$ cat config.mk
export PLATFORM = sky130hd
export DESIGN_NAME = uno_seq
export DESIGN_NICKNAME = d
export VERILOG_FILES = /design/src/rtl/uno_seq.sv
export SDC_FILE = /design/constraint.sdc
export NUM_CORES = 1
export LEC_CHECK = 0
export CAP_MARGIN = 20
export CORE_ASPECT_RATIO = 0.6
export CORE_UTILIZATION = 44
export DETAILED_ROUTE_END_ITERATION = 12
export PLACE_DENSITY = 0.94
export SKIP_LAST_GASP = 1
export SLEW_MARGIN = 20
export SYNTH_ARGS = -nofsm -noshare
export SYNTH_HDL_FRONTEND = slang
export SYNTH_SLANG_ARGS = --single-unit
$ cat constraint.sdc
create_clock -name clk -period 5.2 [get_ports clk]
set_input_delay 0.78 -clock clk [delete_from_list [all_inputs] [get_ports clk]]
set_output_delay 0.78 -clock clk [all_outputs]
set_load 0.01 [all_outputs]
$ cat src/rtl/uno_seq.sv
// uno_seq: request sequencer in front of the uno PE. It issues a MAC in one step, or a nonlinear op as ORDER Horner steps plus one scale step, then returns the captured mac_o.
// Optional macro UNO_SEQ_COEFF_WR_EN turns the coefficient ROM into a register table that can be written through the cfg_* ports.
module uno_seq #(
  parameter int BW      = 12,
  parameter int ORDER   = 3,
  parameter int MAC_LAT = 1
) (
  input  logic              clk,
  input  logic              rst_n,
  input  logic              req_valid,
  output logic              req_ready,
  input  logic [1:0]        req_op,
  input  logic [BW-1:0]     req_x,
  input  logic [BW-1:0]     req_y,
  input  logic [2*BW-1:0]   req_z,
  input  logic              req_acc,
  input  logic [2*BW-1:0]   mac_o,
  output logic [1:0]        op,
  output logic [BW-1:0]     X,
  output logic [BW-1:0]     Y,
  output logic [2*BW-1:0]   Z,
  output logic [BW-1:0]     coeff,
  output logic              first_cycle,
  output logic              last_cycle,
  output logic              acc_en,
  output logic              res_valid,
  input  logic              res_ready,
  output logic [2*BW-1:0]   res_data
`ifdef UNO_SEQ_COEFF_WR_EN
  ,
  input  logic                      cfg_we,
  input  logic [1:0]                cfg_op,
  input  logic [$clog2(ORDER)-1:0]  cfg_idx,
  input  logic [BW-1:0]             cfg_data
`endif
);

  localparam int SW = $clog2(ORDER + 1);
  localparam int DW = (MAC_LAT > 1) ? $clog2(MAC_LAT) : 1;
  localparam logic [SW-1:0] STEP_LAST  = SW'(ORDER);
  localparam logic [DW-1:0] DRAIN_LAST = DW'(MAC_LAT - 1);

  typedef enum logic [1:0] {S_IDLE, S_ISSUE, S_DRAIN, S_HOLD} state_t;

  state_t              r_state;
  logic [SW-1:0]       r_step;
  logic [DW-1:0]       r_drain;
  logic                r_req_ready;
  logic [1:0]          r_op;
  logic [BW-1:0]       r_x;
  logic [BW-1:0]       r_y;
  logic [2*BW-1:0]     r_z;
  logic [BW-1:0]       r_coeff;
  logic                r_first;
  logic                r_last;
  logic                r_acc_en;
  logic                r_res_valid;
  logic [2*BW-1:0]     r_res_data;

  logic [1:0]          w_nxt_op;
  logic [SW-1:0]       w_nxt_k;
  logic [BW-1:0]       w_nxt_coef;

  // Q4.8 power-on coefficients; entries beyond k=2 are zero for larger ORDER.
  function automatic logic [BW-1:0] coef_default(input logic [1:0] f_op, input logic [SW-1:0] f_k);
    logic [BW-1:0] v;
    v = '0;
    case (f_op)
      2'b01: begin
        if (f_k == SW'(0))      v = BW'(12'h100);
        else if (f_k == SW'(1)) v = BW'(12'h0C0);
        else if (f_k == SW'(2)) v = BW'(12'h090);
        else                    v = '0;
      end
      2'b10: begin
        if (f_k == SW'(0))      v = BW'(12'h100);
        else if (f_k == SW'(1)) v = BW'(12'h100);
        else if (f_k == SW'(2)) v = BW'(12'h080);
        else                    v = '0;
      end
      2'b11: begin
        if (f_k == SW'(0))      v = BW'(12'h000);
        else if (f_k == SW'(1)) v = BW'(12'h100);
        else if (f_k == SW'(2)) v = BW'(12'h080);
        else                    v = '0;
      end
      default: v = '0;
    endcase
    return v;
  endfunction

  // Select which (op, step) the next registered coefficient belongs to.
  always_comb begin
    w_nxt_op = r_op;
    w_nxt_k  = r_step + SW'(1);
    if (r_state == S_IDLE) begin
      w_nxt_op = req_op;
      w_nxt_k  = '0;
    end else begin
      w_nxt_op = r_op;
      w_nxt_k  = r_step + SW'(1);
    end
  end

`ifdef UNO_SEQ_COEFF_WR_EN
  localparam int KW = $clog2(ORDER);

  logic [BW-1:0] r_coef [3][ORDER];
  logic          w_cfg_hit;

  assign w_cfg_hit = cfg_we && (cfg_op != 2'b00) && ({1'b0, cfg_idx} < (KW+1)'(ORDER));

  // Writable coefficient table, reset to the ROM defaults.
  always_ff @(posedge clk or negedge rst_n) begin
    if (!rst_n) begin
      for (int i = 0; i < 3; i++) begin
        for (int k = 0; k < ORDER; k++) begin
          r_coef[i][k] <= coef_default(2'(i + 1), SW'(k));
        end
      end
    end else if (w_cfg_hit) begin
      r_coef[cfg_op - 2'd1][cfg_idx] <= cfg_data;
    end
  end

  // A write landing on the same edge as the coefficient register load is forwarded,
  // so the step in the following cycle sees the table as it stands in that cycle.
  always_comb begin
    w_nxt_coef = '0;
    if ((w_nxt_op != 2'b00) && (w_nxt_k < STEP_LAST)) begin
      if (w_cfg_hit && (cfg_op == w_nxt_op) && (cfg_idx == w_nxt_k[KW-1:0])) begin
        w_nxt_coef = cfg_data;
      end else begin
        w_nxt_coef = r_coef[w_nxt_op - 2'd1][w_nxt_k[KW-1:0]];
      end
    end else begin
      w_nxt_coef = '0;
    end
  end
`else
  // Constant coefficient ROM lookup.
  always_comb begin
    w_nxt_coef = '0;
    if ((w_nxt_op != 2'b00) && (w_nxt_k < STEP_LAST)) begin
      w_nxt_coef = coef_default(w_nxt_op, w_nxt_k);
    end else begin
      w_nxt_coef = '0;
    end
  end
`endif

  // Sequencer FSM; every uno pin and result output is a register loaded here.
  always_ff @(posedge clk or negedge rst_n) begin
    if (!rst_n) begin
      r_state     <= S_IDLE;
      r_step      <= '0;
      r_drain     <= '0;
      r_req_ready <= 1'b0;
      r_op        <= 2'b00;
      r_x         <= '0;
      r_y         <= '0;
      r_z         <= '0;
      r_coeff     <= '0;
      r_first     <= 1'b0;
      r_last      <= 1'b0;
      r_acc_en    <= 1'b0;
      r_res_valid <= 1'b0;
      r_res_data  <= '0;
    end else begin
      case (r_state)
        S_IDLE: begin
          if (req_valid && r_req_ready) begin
            r_state     <= S_ISSUE;
            r_req_ready <= 1'b0;
            r_step      <= '0;
            r_op        <= req_op;
            r_x         <= req_x;
            r_y         <= req_y;
            r_z         <= req_z;
            r_coeff     <= w_nxt_coef;
            r_first     <= (req_op != 2'b00);
            r_last      <= 1'b0;
            r_acc_en    <= (req_op == 2'b00) ? req_acc : 1'b0;
          end else begin
            r_req_ready <= 1'b1;
          end
        end
        S_ISSUE: begin
          r_first <= 1'b0;
          if ((r_op == 2'b00) || (r_step == STEP_LAST)) begin
            r_state  <= S_DRAIN;
            r_drain  <= '0;
            r_last   <= 1'b0;
            r_acc_en <= 1'b0;
          end else begin
            r_step  <= r_step + SW'(1);
            r_coeff <= w_nxt_coef;
            r_last  <= (w_nxt_k == STEP_LAST);
          end
        end
        S_DRAIN: begin
          if (r_drain == DRAIN_LAST) begin
            r_res_data  <= mac_o;
            r_res_valid <= 1'b1;
            r_state     <= S_HOLD;
          end else begin
            r_drain <= r_drain + DW'(1);
          end
        end
        S_HOLD: begin
          if (res_ready) begin
            r_res_valid <= 1'b0;
            r_req_ready <= 1'b1;
            r_state     <= S_IDLE;
          end else begin
            r_res_valid <= 1'b1;
          end
        end
        default: begin
          r_state     <= S_IDLE;
          r_req_ready <= 1'b0;
          r_first     <= 1'b0;
          r_last      <= 1'b0;
          r_acc_en    <= 1'b0;
          r_res_valid <= 1'b0;
        end
      endcase
    end
  end

  assign req_ready   = r_req_ready;
  assign op          = r_op;
  assign X           = r_x;
  assign Y           = r_y;
  assign Z           = r_z;
  assign coeff       = r_coeff;
  assign first_cycle = r_first;
  assign last_cycle  = r_last;
  assign acc_en      = r_acc_en;
  assign res_valid   = r_res_valid;
  assign res_data    = r_res_data;

endmodule

After elaboration in Yosys (flattened, before gate mapping)

Index checks and enable logic that the tools add are counted.

Memories: 0
Memory bits (writable): 0
Bits in latches: 0
Input bits: 79
Output and inout port bits: 91
Logic and storage cells: 94
Bits in read-only memories: 0
Register bits: 96

Bitwise logic cells: 1
$lt $le $gt $ge: 1
Add/subtract/negate cells: 2
$mul: 0
Eq/ne operators: 15
Shift operators: 0
Reductions and logical operators: 22
Divide/modulo/power cells: 0
Multiplexer cells: 39

Operator list:

| operator                                               | count |
|---|---|
| 2-to-1 mux 12 bit                                      | 4 |
| one-hot mux 12 bit (3 select lines)                    | 1 |
| 2-to-1 mux 9 bit                                       | 3 |
| 2-to-1 mux 8 bit                                       | 3 |
| one-hot mux 12 bit (2 select lines)                    | 1 |
| 2-to-1 mux 2 bit                                       | 8 |
| == test 2 bit (second input constant)                  | 7 |
| one-hot mux 1 bit (2 select lines)                     | 6 |
| AND reduction 2 bit                                    | 6 |
| nonzero test 2 bit                                     | 6 |
| 2-to-1 mux 1 bit                                       | 11 |
| logical NOT 2 bit                                      | 4 |
| inequality test 2 bit (second input constant)          | 4 |
| one-hot mux 2 bit (4 select lines)                     | 1 |
| == test 2 x 1 -> 1 bit (second input constant)         | 3 |
| AND reduction 3 bit                                    | 2 |
| one-hot mux 2 bit (2 select lines)                     | 1 |
| AND reduction 4 bit                                    | 1 |
| adder 2 x 1 -> 2 bit (second input constant)           | 1 |
| logical AND 1 bit                                      | 2 |
| less-than comparator 2 bit (second input constant)     | 1 |
| inequality test 2 x 1 -> 1 bit (second input constant) | 1 |
| adder 1 bit (second input constant)                    | 1 |
| logical OR 1 bit                                       | 1 |
| inverter 1 bit                                         | 1 |

Longest topological paths before layout

Gate-level depths: netlist (run 1).

Word-level depth: 10
Gate-level depth with buffers: 10
Mapped depth without buffers: 8

Worst setup path after synthesis (run 1)

Ideal clock, no wire load.

Path type: register to register
Start point: reg r_state[0]
End point: reg r_coeff[7] (netlist: coeff[7])
Required time: 5075 ps
Path slack: 3126 ps
Period minus slack after synthesis: 2074 ps
Arrival time: 1949 ps
Stages on the path, launching flop included: 11
Setup time: 125 ps
Path buffers: 2
Cells stage by stage: dfrtp_1 > inv_1 > ha_1 > clkbuf_4 > buf_2 > nand2b_1 > ha_1 > nor3b_1 > a211oi_1 > a211oi_1 > mux2_2

Longest elaborated chain between the ends: 10
Elaborated cells on any way between the ends: 29
Classes of those cells: 1 x order compare; 8 x eq/ne; 14 x mux; 6 x reduce/logical

Ends and longest elaborated chain:

| item                                                 | line       | text |
|---|---|---|
| start, declared                                      | 45         | `state_t r_state;` |
| start signal, assigned                               | 155        | `r_state <= S_IDLE;` |
| start signal, assigned                               | 173        | `r_state <= S_ISSUE;` |
| start signal, assigned                               | 191        | `r_state <= S_DRAIN;` |
| logical NOT 2 bit                                    | 96, 170    |  |
| 2-to-1 mux 2 bit                                     | 96         | `if (r_state == S_IDLE) begin` |
| == test 2 bit                                        | 72, 78, 84 |  |
| 2-to-1 mux 8 bit (on tied branches)                  | 78, 84, 72 |  |
| 2-to-1 mux 9 bit or 2-to-1 mux 8 bit (tied branches) | 77, 71     |  |
| 2-to-1 mux 12 bit, or another cell as far along      | 82         | `if (f_k == SW'(0)) v = BW'(12'h000);` |
| one-hot mux 12 bit (3 select lines)                  | 68         | `case (f_op)` |
| 2-to-1 mux 12 bit                                    | 144        | `if ((w_nxt_op != 2'b00) && (w_nxt_k < STEP_LAST)) begin` |
| 2-to-1 mux 12 bit (on tied branches)                 | 190, 172   |  |
| one-hot mux 12 bit (2 select lines)                  | 170        | `case (r_state)` |
| end signal, assigned                                 | 180        | `r_coeff <= w_nxt_coef;` |
| end signal, assigned                                 | 197        | `r_coeff <= w_nxt_coef;` |
| end, declared                                        | 53         | `logic [BW-1:0] r_coeff;` |

Several ways; a longest one is shown, not always the timed one. The select of a mux whose other input is x is not followed.
A chain may end at the register's enable or synchronous reset.

Final worst setup path (run 1)

Ends and elaborated chain as after synthesis.

==> metrics.cfg, run 1 <==
[detailed_routing]
totalWireLength_um = 8240
firstDrtPassIters = 4
vias = 2613
viasPerCell = 4.93
drtIter0Drc = 88
remaining_drc_errors = 0
final_antenna_net_count = 0
wl_per_cell_um = 15.6

[yosys]
ys_warn_count = 0
syn_area_mm2 = 0.00367
yosysUniqueCellTypes = 35
avgSynthCellArea_um2 = 14.4
ys_ff_latch = 87
syn_inst = 255
seq_area_frac_synth_pct = 59.4

[floorplanning]
die_w_um = 120
core_mm2 = 0.00798
io_pins = 170
initial_core_util_pct = 46.0
die-area_mm2 = 0.00871
rows = 25
die_y_um = 72.7

[setup_path]
worstReg2RegStart = r_state[0]
cpPeakStageDelay_ns = 0.53
crit_path_max_fanout = 15
worst_setup_path_start_kind = register
end_kind = register
timing.critical_path.buf_inv = 2
crit_start = r_state[0]
crit_type = reg2reg
cpLargestDelayFamily = adder cells
crit_required_ns = 5.47
worstPathCellList = inv_1, ha_1, nand2b_1, inv_1, ha_1, a211o_1, a211oi_1, mux2_2
slowest_stage = ha_1
cp.arrival_ns = 2.59

[sta]
max_slew_margin_pct = 47.3
worst_pin_slew_ns = 0.791
fin_crit_ns = 2.32
hold_viol = 0
finalCritPeriodShare_pct = 44.7
setup_viol = 0
rsz0062_at_grt = false
slew_violations = 0
max_freq_ghz = 0.430
tns_ns = 0
finClkSkew_ns = 0.00579

[global_route]
grt_usage_pct = 20.1
grt_overflow_total = 0
grt_pass1_vias = 2691
grt_first_pass_wirelength_um = 13500
antenna_found_initial = 0
grt_max_degree = 63

[power_and_ir_drop]
leakage_uw = 0.00243
seq_power_share_pct = 33.6
switching_share_pct = 30.8
power_switching_uw = 1100
pwr-share-comb_pct = 47.2
pwr-share-clk_pct = 19.2
p_int_uw = 2480
power-per-cell-area_mw_per_mm2 = 632
vdd.ir_drop.worst_mv = 0.361

[layout]
stdcell_area_mm2 = 0.00567
regArea_mm2 = 0.00218
syn2layout_area_growth_pct = 54.6
fillerInstances = 555
final_layout_size_suffix_gt1_share_pct = 23.9
insertedDiodeCount = 0
finalNetCount = 506
multi_input_area_mm2 = 0.00137
finish.utilization_pct = 71.1

[clocking]
cts_hold_buf = 0
postCtsSetupBuffers = 0
cts.htree.levels = 3
root_buffer = clkbuf_16
worstSkewPairLatency_ns = 0.33
clk_pin_slew_ns = 0.06
clk_path_buf_depth = 2
numCtsBuffers = 9
cts_tree = yes
cts_resized = 0
cts_sinks = 87

[hold_path]
hold_path_class = in2async

[job]
max_cap_violations = 0

[placement]
postPlaceCellArea_mm2 = 0.00534
dp_hpwl_um = 6030
gp_congestion = 0.872
portBuffers = 161

[outcome]
status = complete, no violations

[cells by family after synthesis]
family | Yosys count | synth area share (%)
AOI/OAI and AO/OA | 28 | 5.56
adders and majority gates | 10 | 3.41
other | 1 | 0.102
and+or+nand+nor | 23 | 3.52
muxes | 78 | 23.9
buffers and inverters | 28 | 4.10
DFF | 87 | 59.4
[Yosys cell counts]
master	count	area (µm²)
a21oi_1	5	25.0
inv_1	9	33.8
or2_4	1	8.76
buf_4	8	60.1
nor3_1	2	10.0
ha_1	10	125
conb_1	1	3.75
nor4_1	1	6.26
or2_0	1	6.26
o41ai_2	1	16.3
dfrtp_1	87	2180
buf_2	9	45.0
o22ai_1	1	6.26
nor3b_1	2	15.0
nand3_1	3	15.0
nand3b_1	1	7.51
and2b_2	1	8.76
clkbuf_4	1	7.51
o32a_1	1	10.0
and3_1	1	6.26
a21boi_2	1	11.3
o21ai_0	10	50.1
a211oi_1	3	22.5
mux2i_1	1	10.0
a22o_1	2	17.5
nor2_1	5	18.8
nor2b_1	1	6.26
a31oi_1	1	6.26
a211o_1	1	8.76
a22oi_4	1	21.3
nand2_1	2	7.51
a41oi_1	1	8.76
nand2b_1	2	12.5
buf_1	1	3.75
mux2_2	77	867
[power groups by stage]
stage	Clock [µW]	Combinational [µW]	Sequential [µW]
2_1_floorplan	0	711	1340
5_1_grt	735	1830	1250
3_5_place_dp	0	1700	1210
4_1_cts	709	1710	1210
3_3_place_gp	0	1650	1190
6_report	688	1690	1200
[placed cells by master (no fill, tap or decap), types with 2 or more instances in the layout]
master,n
ha_1,9
nor3b_1,2
clkdlybuf4s50_1,160
nand2b_1,2
mux2_2,77
a22o_1,2
a211oi_1,3
buf_4,3
nand2_1,2
conb_1,8
clkbuf_8,2
nor3_1,2
o21ai_0,10
nor2_1,5
bufinv_16,2
clkbuf_1,2
inv_1,9
nand3_1,2
a21oi_1,5
clkbuf_16,9
dfrtp_1,87
[sequential cells by signal, summed over array words and instances (netlist names)]
name         flops
Z               24
res_data        24
X               12
Y               12
coeff            4
op               2
r_state          2
r_step           2
acc_en           1
first_cycle      1
last_cycle       1
req_ready        1
res_valid        1
[through the flow]
step                worst slack (ns)  total power (µW)  cells  hold slack (ns)
floorplan                       3.13              2050    262            0.477
global placement                2.70              2840    514            0.487
detailed placement              2.65              2910    514            0.493
CTS                             2.88              3620    530            0.341
global route                    2.67              3820    530            0.358
finish                          2.88              3580    530            0.345
[path summary, 6_finish.rpt]
check | end | slack [ns] | cells after the start
hold reg to reg | X[4] | 0.50 | 1
setup reg to reg | coeff[7] | 2.88 | 8
min in group clk | X[4] | 0.50 | 1
max in group asynchronous | res_data[23] | 3.76 | 2
hold / removal | X[0] | 0.35 | 1
setup / recovery | coeff[7] | 2.88 | 8
[metal layers]
| metal | global-route usage [%] | wire, µm | vias to the layer above |
|---|---|---|---|
| li1 | - | - | 1205 |
| met1 | 25.8 | 3680 | 1277 |
| met5 | 0 | 0 | - |
| met4 | 4.03 | 56 | 0 |
| met2 | 31.5 | 3690 | 123 |
| met3 | 9.38 | 819 | 8 |
[area by class of cell]
cell class                      instances  area share, %
Clock buffer                           13           4.59
Clock inverter                          3           1.15
Inverter                                9          0.596
Multi-Input combinational cell        147           24.2
Sequential cell                        87           38.4
Tap cell                              108           2.38
Timing Repair Buffer                  163           28.7
No activity file was read; power rests on OpenSTA's default activity.
==> run 2: changes to the inputs <==
Settings changed: CORE_UTILIZATION 44 to 41, PLACE_DENSITY 0.94 to 0.89.
Clock period 5.2 ns to 2.25 ns, I/O delays scaled along.
==> metrics.cfg, run 2 (same netlist as run 1, synthesis figures left out) <==
[sta]
hold_viol = 0
max_freq_ghz = 0.483
fin_crit_ns = 2.07
setup_viol = 0
rsz0062_at_grt = false
slew_violations = 0
finalCritPeriodShare_pct = 92.0
tns_ns = 0
finClkSkew_ns = 0.00442

[setup_path]
crit_top_cell = ha_1
worstReg2RegStart = r_state[0]
cp.arrival_ns = 2.34
crit_required_ns = 2.52
r2r_slack_ns = 0.18
crit_path_max_fanout = 6
crit_type = reg2reg
crit-reg2reg-capture = coeff[7]
timing.critical_path.buf_inv = 1
cpLargestDelayFamily = adder cells
cpPeakStageDelay_ns = 0.39
slowest_stage = dfrtp_1
worstPathCellList = inv_1, ha_1, nor2_1, ha_1, nor3b_1, a21oi_1, a211oi_1, mux2_2
end_kind = register
worst_setup_path_start_kind = register
reg2reg_depth = 8

[hold_path]
hold_path_class = in2async

[floorplanning]
core_mm2 = 0.00859
die_y_um = 75.2
rows = 26
initial_core_util_pct = 42.7
die_w_um = 124
die-area_mm2 = 0.00934
io_pins = 170

[global_route]
grt_pass1_vias = 2645
grt_first_pass_wirelength_um = 12600
grt_max_degree = 54
antenna_found_initial = 0
grt_usage_pct = 18.0
grt_overflow_total = 0

[layout]
fillerInstances = 633
insertedDiodeCount = 0
final_cell_mix = clkdlybuf4s50_1 (160), dfrtp_1 (87), mux2_2 (77)
finalNetCount = 510
finish.utilization_pct = 66.4
layout_commonest_cell = clkdlybuf4s50_1
syn2layout_area_growth_pct = 55.6
final_layout_size_suffix_gt1_share_pct = 24.3

[power_and_ir_drop]
vdd.ir_drop.worst_mv = 0.778
leakage_uw = 0.00245
finalPower_uw = 8220
power-per-cell-area_mw_per_mm2 = 1440

[clocking]
numCtsBuffers = 9
root_buffer = clkbuf_16
clk_path_buf_depth = 2
worstSkewPairLatency_ns = 0.33
postCtsSetupBuffers = 0
cts_tree = yes
cts.htree.levels = 3
cts_sinks = 87
clk_pin_slew_ns = 0.06

[detailed_routing]
final_antenna_net_count = 0
drtIter0Drc = 68
totalWireLength_um = 8250
wl_per_cell_um = 15.4
firstDrtPassIters = 4
vias = 2606
viasPerCell = 4.86
remaining_drc_errors = 0

[outcome]
status = complete, no violations

[placement]
gp_congestion = 0.814
dp_hpwl_um = 6130
portBuffers = 161

[job]
max_cap_violations = 0

==> run 2: worst max-delay path by stage <==
stage	startpoint	endpoint	slack, ns	cells after the start
detailed placement	r_state[0]	coeff[7]	0.20	8
global placement	r_state[0]	coeff[7]	0.35	8
floorplan	r_state[0]	coeff[7]	0.18	10
CTS	r_state[0]	coeff[7]	0.18	8
global route	r_state[0]	coeff[7]	0.02	8
finish	r_state[0]	coeff[7]	0.18	8
==> run 2: routing by layer <==
layer  global-route usage (%)  vias to the layer above  part of all wire [%]
met1                     22.8                     1266                    42
met5                        0                        -                     0
li1                         -                     1214                     -
met2                     26.9                      116                    45
met3                     9.24                       10                    12
met4                     5.95                        0                   1.0
==> run 2: through the flow <==
| stage | hold slack (ns) | worst slack, ns | instance area, µm² | std cells |
|---|---|---|---|---|
| floorplan | 0.0419 | 0.176 | 3690 | 262 |
| global placement | 0.317 | 0.354 | 5390 | 521 |
| detailed placement | 0.321 | 0.202 | 5390 | 521 |
| CTS | 0.505 | 0.184 | 5700 | 536 |
| global route | 0.513 | 0.0200 | 5700 | 536 |
| finish | 0.502 | 0.180 | 5700 | 536 |
==> run 2: worst reg2reg max path, cell delays in order (launching register included) <==
cell      delay [ns]
dfrtp_1         0.39
inv_1           0.10
ha_1            0.28
nor2_1          0.23
ha_1            0.29
nor3b_1         0.24
a21oi_1         0.08
a211oi_1        0.23
mux2_2          0.18
==> run 2: power breakdown <==
group,internal (µW),total (µW),leakage [µW],switching (µW)
Clock,953,1510,0.000151,554
Sequential,2340,2780,0.00105,433
Combinational,2380,3940,0.00125,1560
Total,5680,8220,0.00245,2540
==> run 2: final cells by class <==
cell class                      count  area [µm²]  area share, %
Multi-Input combinational cell    147        1370           24.0
Tap cell                          112         140           2.46
Inverter                            9        33.8          0.592
Clock inverter                      5        75.1           1.32
Timing Repair Buffer              167        1680           29.5
Sequential cell                    87        2180           38.2
Clock buffer                        9         225           3.95
==> run 2: what timing repair did <==
item                                    CTS  global route
hold buffers                              1             0
hold endpoints to repair                 34             0
resized for setup                         0             0
endpoints found under the setup margin    0             0
